==> src/rtl/result_sel_stage.sv <==
// Result select stage: picks one of NCH channels (or a forced zero) and
// holds the selected results in a two-entry in-order skid buffer.
module result_sel_stage #(
  parameter int WIDTH    = 12,
  parameter int NCH      = 8,
  parameter int SELW     = 3,
  parameter int ZERO_SEL = 0
) (
  input  logic                  clk,
  input  logic                  reset,
  input  logic [WIDTH*NCH-1:0]  in_data,
  input  logic [SELW-1:0]       in_sel,
  input  logic                  in_valid,
  output logic                  in_ready,
  output logic [WIDTH-1:0]      out_data,
  output logic [SELW-1:0]       out_sel,
  output logic                  out_zero,
  output logic                  out_badsel,
  output logic                  out_valid,
  input  logic                  out_ready
);

  typedef struct packed {
    logic [WIDTH-1:0] data;
    logic [SELW-1:0]  sel;
    logic             zero;
    logic             bad;
  } entry_t;

  typedef enum logic [1:0] {
    EMPTY = 2'd0,
    ONE   = 2'd1,
    TWO   = 2'd2
  } state_t;

  localparam logic [SELW:0] NCH_L = (SELW + 1)'(NCH);

  logic [WIDTH-1:0] masked [NCH];
  logic [WIDTH-1:0] sel_data;
  logic             sel_bad;
  entry_t           new_entry;
  entry_t           head_reg, head_next;
  entry_t           tail_reg, tail_next;
  state_t           state_reg, state_next;
  logic             push, pop;

  // Each channel contributes only when selected; the zero channel never does,
  // and an out-of-range selector matches no channel, so both yield zero.
  for (genvar gi = 0; gi < NCH; gi++) begin : g_ch
    localparam logic [SELW-1:0] IDX = SELW'(gi);
    if (gi == ZERO_SEL) begin : g_zero
      assign masked[gi] = '0;
    end else begin : g_data
      assign masked[gi] = (in_sel == IDX) ? in_data[gi*WIDTH +: WIDTH] : '0;
    end
  end

  always_comb begin
    sel_data = '0;
    for (int k = 0; k < NCH; k++) begin
      sel_data = sel_data | masked[k];
    end
  end

  assign sel_bad = ({1'b0, in_sel} >= NCH_L);

  always_comb begin
    new_entry.data = sel_data;
    new_entry.sel  = in_sel;
    new_entry.zero = (sel_data == '0);
    new_entry.bad  = sel_bad;
  end

  // Ready comes from the state register only, so no combinational path
  // from out_ready back to in_ready.
  assign in_ready  = (state_reg != TWO);
  assign out_valid = (state_reg != EMPTY);
  assign push      = in_valid && in_ready;
  assign pop       = out_valid && out_ready;

  always_comb begin
    state_next = state_reg;
    head_next  = head_reg;
    tail_next  = tail_reg;
    case (state_reg)
      EMPTY: begin
        if (push) begin
          head_next  = new_entry;
          state_next = ONE;
        end
      end
      ONE: begin
        if (push && pop) begin
          head_next = new_entry;
        end else if (push) begin
          tail_next  = new_entry;
          state_next = TWO;
        end else if (pop) begin
          state_next = EMPTY;
        end
      end
      TWO: begin
        if (pop) begin
          head_next  = tail_reg;
          state_next = ONE;
        end
      end
      default: begin
        state_next = EMPTY;
      end
    endcase
  end

  always_ff @(posedge clk or posedge reset) begin
    if (reset) begin
      state_reg <= EMPTY;
      head_reg  <= '0;
      tail_reg  <= '0;
    end else begin
      state_reg <= state_next;
      head_reg  <= head_next;
      tail_reg  <= tail_next;
    end
  end

  assign out_data   = head_reg.data;
  assign out_sel    = head_reg.sel;
  assign out_zero   = head_reg.zero;
  assign out_badsel = head_reg.bad;

endmodule

==> config.mk <==
export PLATFORM = sky130hd
export DESIGN_NAME = result_sel_stage
export DESIGN_NICKNAME = d
export VERILOG_FILES = /design/src/rtl/result_sel_stage.sv
export SDC_FILE = /design/constraint.sdc
export NUM_CORES = 1
export LEC_CHECK = 0
export CAP_MARGIN = 20
export CORE_MARGIN = 1
export CORE_UTILIZATION = 31
export DETAILED_ROUTE_END_ITERATION = 16
export PLACE_DENSITY_LB_ADDON = 0.15
export SYNTH_ARGS = -nofsm -noshare
export SYNTH_HDL_FRONTEND = slang
export SYNTH_SLANG_ARGS = --single-unit
==> constraint.sdc <==
create_clock -name clk -period 1.55 [get_ports clk]
set_input_delay 0.31 -clock clk [delete_from_list [all_inputs] [get_ports clk]]
set_output_delay 0.31 -clock clk [all_outputs]
set_load 0.02 [all_outputs]
==> flow_metrics.py <==
metrics = {
    "power": {
        "intPower_mw": 2.31,
        "netSwitchingPower_mw": 1.21,
        "p_comb_share_pct": 43.0,
        "p_per_area_nw_per_um2": 859,
        "ir_drop_v": 0.000588,
        "total_leakage_power_nw": 1.95,
        "swShare_pct": 34.4,
        "seq_power_share_pct": 37.6,
        "power.share.clock_pct": 19.4,
    },
    "status": {
        "outcome": "finished with violations",
        "violations": "setup timing",
    },
    "layout": {
        "multi_input_area_sq_um": 1450,
        "seq_area_sq_um": 851,
        "layout-drive-gt1-share_pct": 24.6,
        "antennaDiodeCount": 0,
        "final_common_cell": "clkdlybuf4s50_1",
        "utilization_pct": 59.3,
        "most-common-layout-cells": "64 x clkdlybuf4s50_1, 55 x nand2_1, 40 x buf_4, 34 x dfrtp_1, 31 x dlygate4sd2_1",
        "largest_reg_flops": 16,
        "final_nets": 525,
        "synthToLayoutAreaGrowth_pct": 81.8,
        "fillers": 666,
    },
    "sta": {
        "skew_ps": 3.77,
        "worst_slack_ps": -61.4,
        "rsz0062_at_grt": "yes",
        "max_freq_mhz": 621,
        "fin_tns_setup_ps": -114,
        "hold_viol_final": 0,
        "finalMaxSlewViolations": 0,
        "hold_ws_ps": 356,
        "finalSetupViolCount": 3,
        "fin_crit_ps": 1610,
        "post-route-period-util_pct": 104,
    },
    "run": {
        "maxCapViolCount": 0,
    },
    "critical_path": {
        "worstPathMaxFanout": 10,
        "crit_path_start_kind": "input pin",
        "crit_arrival_ps": 1810,
        "crit_type": "in2reg",
        "rrSetupSlack_ps": 140,
        "end_kind": "flop",
        "worstPathRequired_ps": 1750,
    },
    "yosys": {
        "synthesis.area_sq_um": 2250,
        "avgSynthCellArea_sq_um": 8.25,
        "synth-seq-cells": 34,
        "ys_warn_count": 0,
        "synth-edff-count": 0,
        "synthCells": 273,
        "synth_nets": 376,
        "ys_seq_area_share_pct": 37.8,
        "synthFlopType": "dfrtp_1",
        "synthArstFlopShare_pct": 100,
        "netlist-cell-type-count": 38,
    },
    "place": {
        "dp_hpwl_um": 5530,
        "gp_congestion": 0.767,
        "dp_slack_ps": -812,
        "portBuffers": 108,
    },
    "drt": {
        "routed_via_density": 4.71,
        "wl_um": 7270,
        "drtIter0Drc": 91,
        "drt.antenna.violating_nets": 0,
        "drc": 0,
        "first_pass_iters": 4,
        "via_count": 2444,
        "drt-wirelength-per-cell_um": 14.0,
    },
    "global_routing": {
        "grt_pass1_wl_um": 11500,
        "grt_overflow": 0,
        "antenna_found_initial": 0,
        "grt_pass1_vias": 2373,
        "grt_usage_pct": 19.7,
        "grt_start_max_net_pins": 35,
    },
    "min_path": {
        "hold_path_class": "in2async",
    },
    "cts": {
        "cts_buffers": 5,
        "clk_pin_slew_ps": 70,
        "cts.htree.levels": 2,
        "cts_root_buf": "clkbuf_8",
        "cts_hold_repair.buffers": 0,
        "insertion_delay_ps": 290,
        "clk_path_buf_depth": 2,
        "cts_tree": "yes",
        "numClockSinks": 34,
    },
    "floorplan": {
        "fp.coreArea_sq_um": 6910,
        "design.die.area_sq_um": 7610,
        "io_pins": 122,
        "die_h_um": 87.3,
        "fp.dieW_um": 87.3,
        "initial_utilization_pct": 32.6,
        "row_count": 30,
    },
}
==> cell usage after synthesis, drive strengths merged, types with 5 or more instances <==
master	count	area share, %
inv	8	1.3
nand2b	5	1.4
nand2	60	10
nor2b	8	2.2
dfrtp	34	38
nor2	22	3.7
o22ai	9	2.5
o21ai	15	3.3
o32ai	5	1.9
clkbuf	9	1.5
buf	11	2.9
mux2	7	3.5
mux2i	24	11
a21oi	21	4.7
a211oi	7	2.3
==> cell families (layout without fill, tap and decap cells) <==
| group | Yosys count | count (layout) | share of synthesized area, % |
|---|---|---|---|
| AO/OA/AOI/OAI | 70 | 70 | 19.9 |
| buffers and inverters | 28 | 178 | 5.77 |
| flip-flops | 34 | 34 | 37.8 |
| multiplexers | 32 | 32 | 15.2 |
| other | 1 | 1 | 0.166 |
| AND/OR/NAND/NOR | 108 | 108 | 21.3 |
==> power by group through the flow <==
stage / Sequential (mW) / Combinational (mW) / Clock (mW)
floorplan: 1.48 / 0.583 / 0
global placement: 1.33 / 1.50 / 0
detailed placement: 1.34 / 1.52 / 0
CTS: 1.32 / 1.48 / 0.697
global route: 1.35 / 1.66 / 0.740
finish: 1.32 / 1.51 / 0.683
==> final timing paths <==
| check | start | endpoint | cells after the start |
|---|---|---|---|
| worst max-delay path | in_sel[0] | out_zero$_DFFE_PP0P_ | 8 |
| worst min-delay path | reset | out_sel[1]$_DFFE_PP0P_ | 3 |
| worst max register to register | state_reg[1]$_DFFE_PP0P_ | out_data[0]$_DFFE_PP0P_ | 7 |
| worst min register to register | tail_reg[16]$_DFFE_PP0P_ | tail_reg[16]$_DFFE_PP0P_ | 2 |
| max in group asynchronous | reset | state_reg[1]$_DFFE_PP0P_ | 3 |
| min in group clk | in_sel[2] | tail_reg[4]$_DFFE_PP0P_ | 4 |
==> area by class of cell <==
| type | count | share of cell area [%] |
|---|---|---|
| inverter | 8 | 0.733 |
| multi-input combinational | 211 | 35.4 |
| sequential | 34 | 20.8 |
| tap | 96 | 2.93 |
| timing repair buffer | 162 | 38.0 |
| clock inverter | 1 | 0.122 |
| clock buffer | 7 | 2.11 |
==> timing repair <==
| action | in CTS | in global routing |
|---|---|---|
| pin swaps | 26 | 15 |
| setup buffers | 6 | 5 |
| gates resized for setup | 75 | 34 |
| gates cloned | 1 | 0 |
| endpoints found under the setup margin | 40 | 20 |
==> per-layer routing <==
metal | routed length, um | global-route usage (%) | part of all wire [%] | vias to the layer above
li1 | - | - | - | 1257
met1 | 3120 | 24.8 | 43 | 1104
met2 | 3640 | 33.7 | 50 | 70
met3 | 351 | 3.98 | 4.8 | 13
met4 | 146 | 6.56 | 2.0 | 0
met5 | 0 | 0 | 0 | -
==> metrics by stage <==
stage	power (mW)	cell area (sq um)	instances
2_1_floorplan	2.07	2280	273
6_report	3.52	4100	519
5_1_grt	3.76	4100	519
3_5_place_dp	2.86	3720	500
4_1_cts	3.50	3950	515
3_3_place_gp	2.83	3720	500
==> worst max-delay path, stage by stage <==
cell and delay (ps):
buf_6 130, buf_8 140, nand2_1 70, o22ai_1 100, a2111o_1 430, nor4_2 260
nand4_1 150, o31ai_1 220
Power figures use the tool's default switching activity.
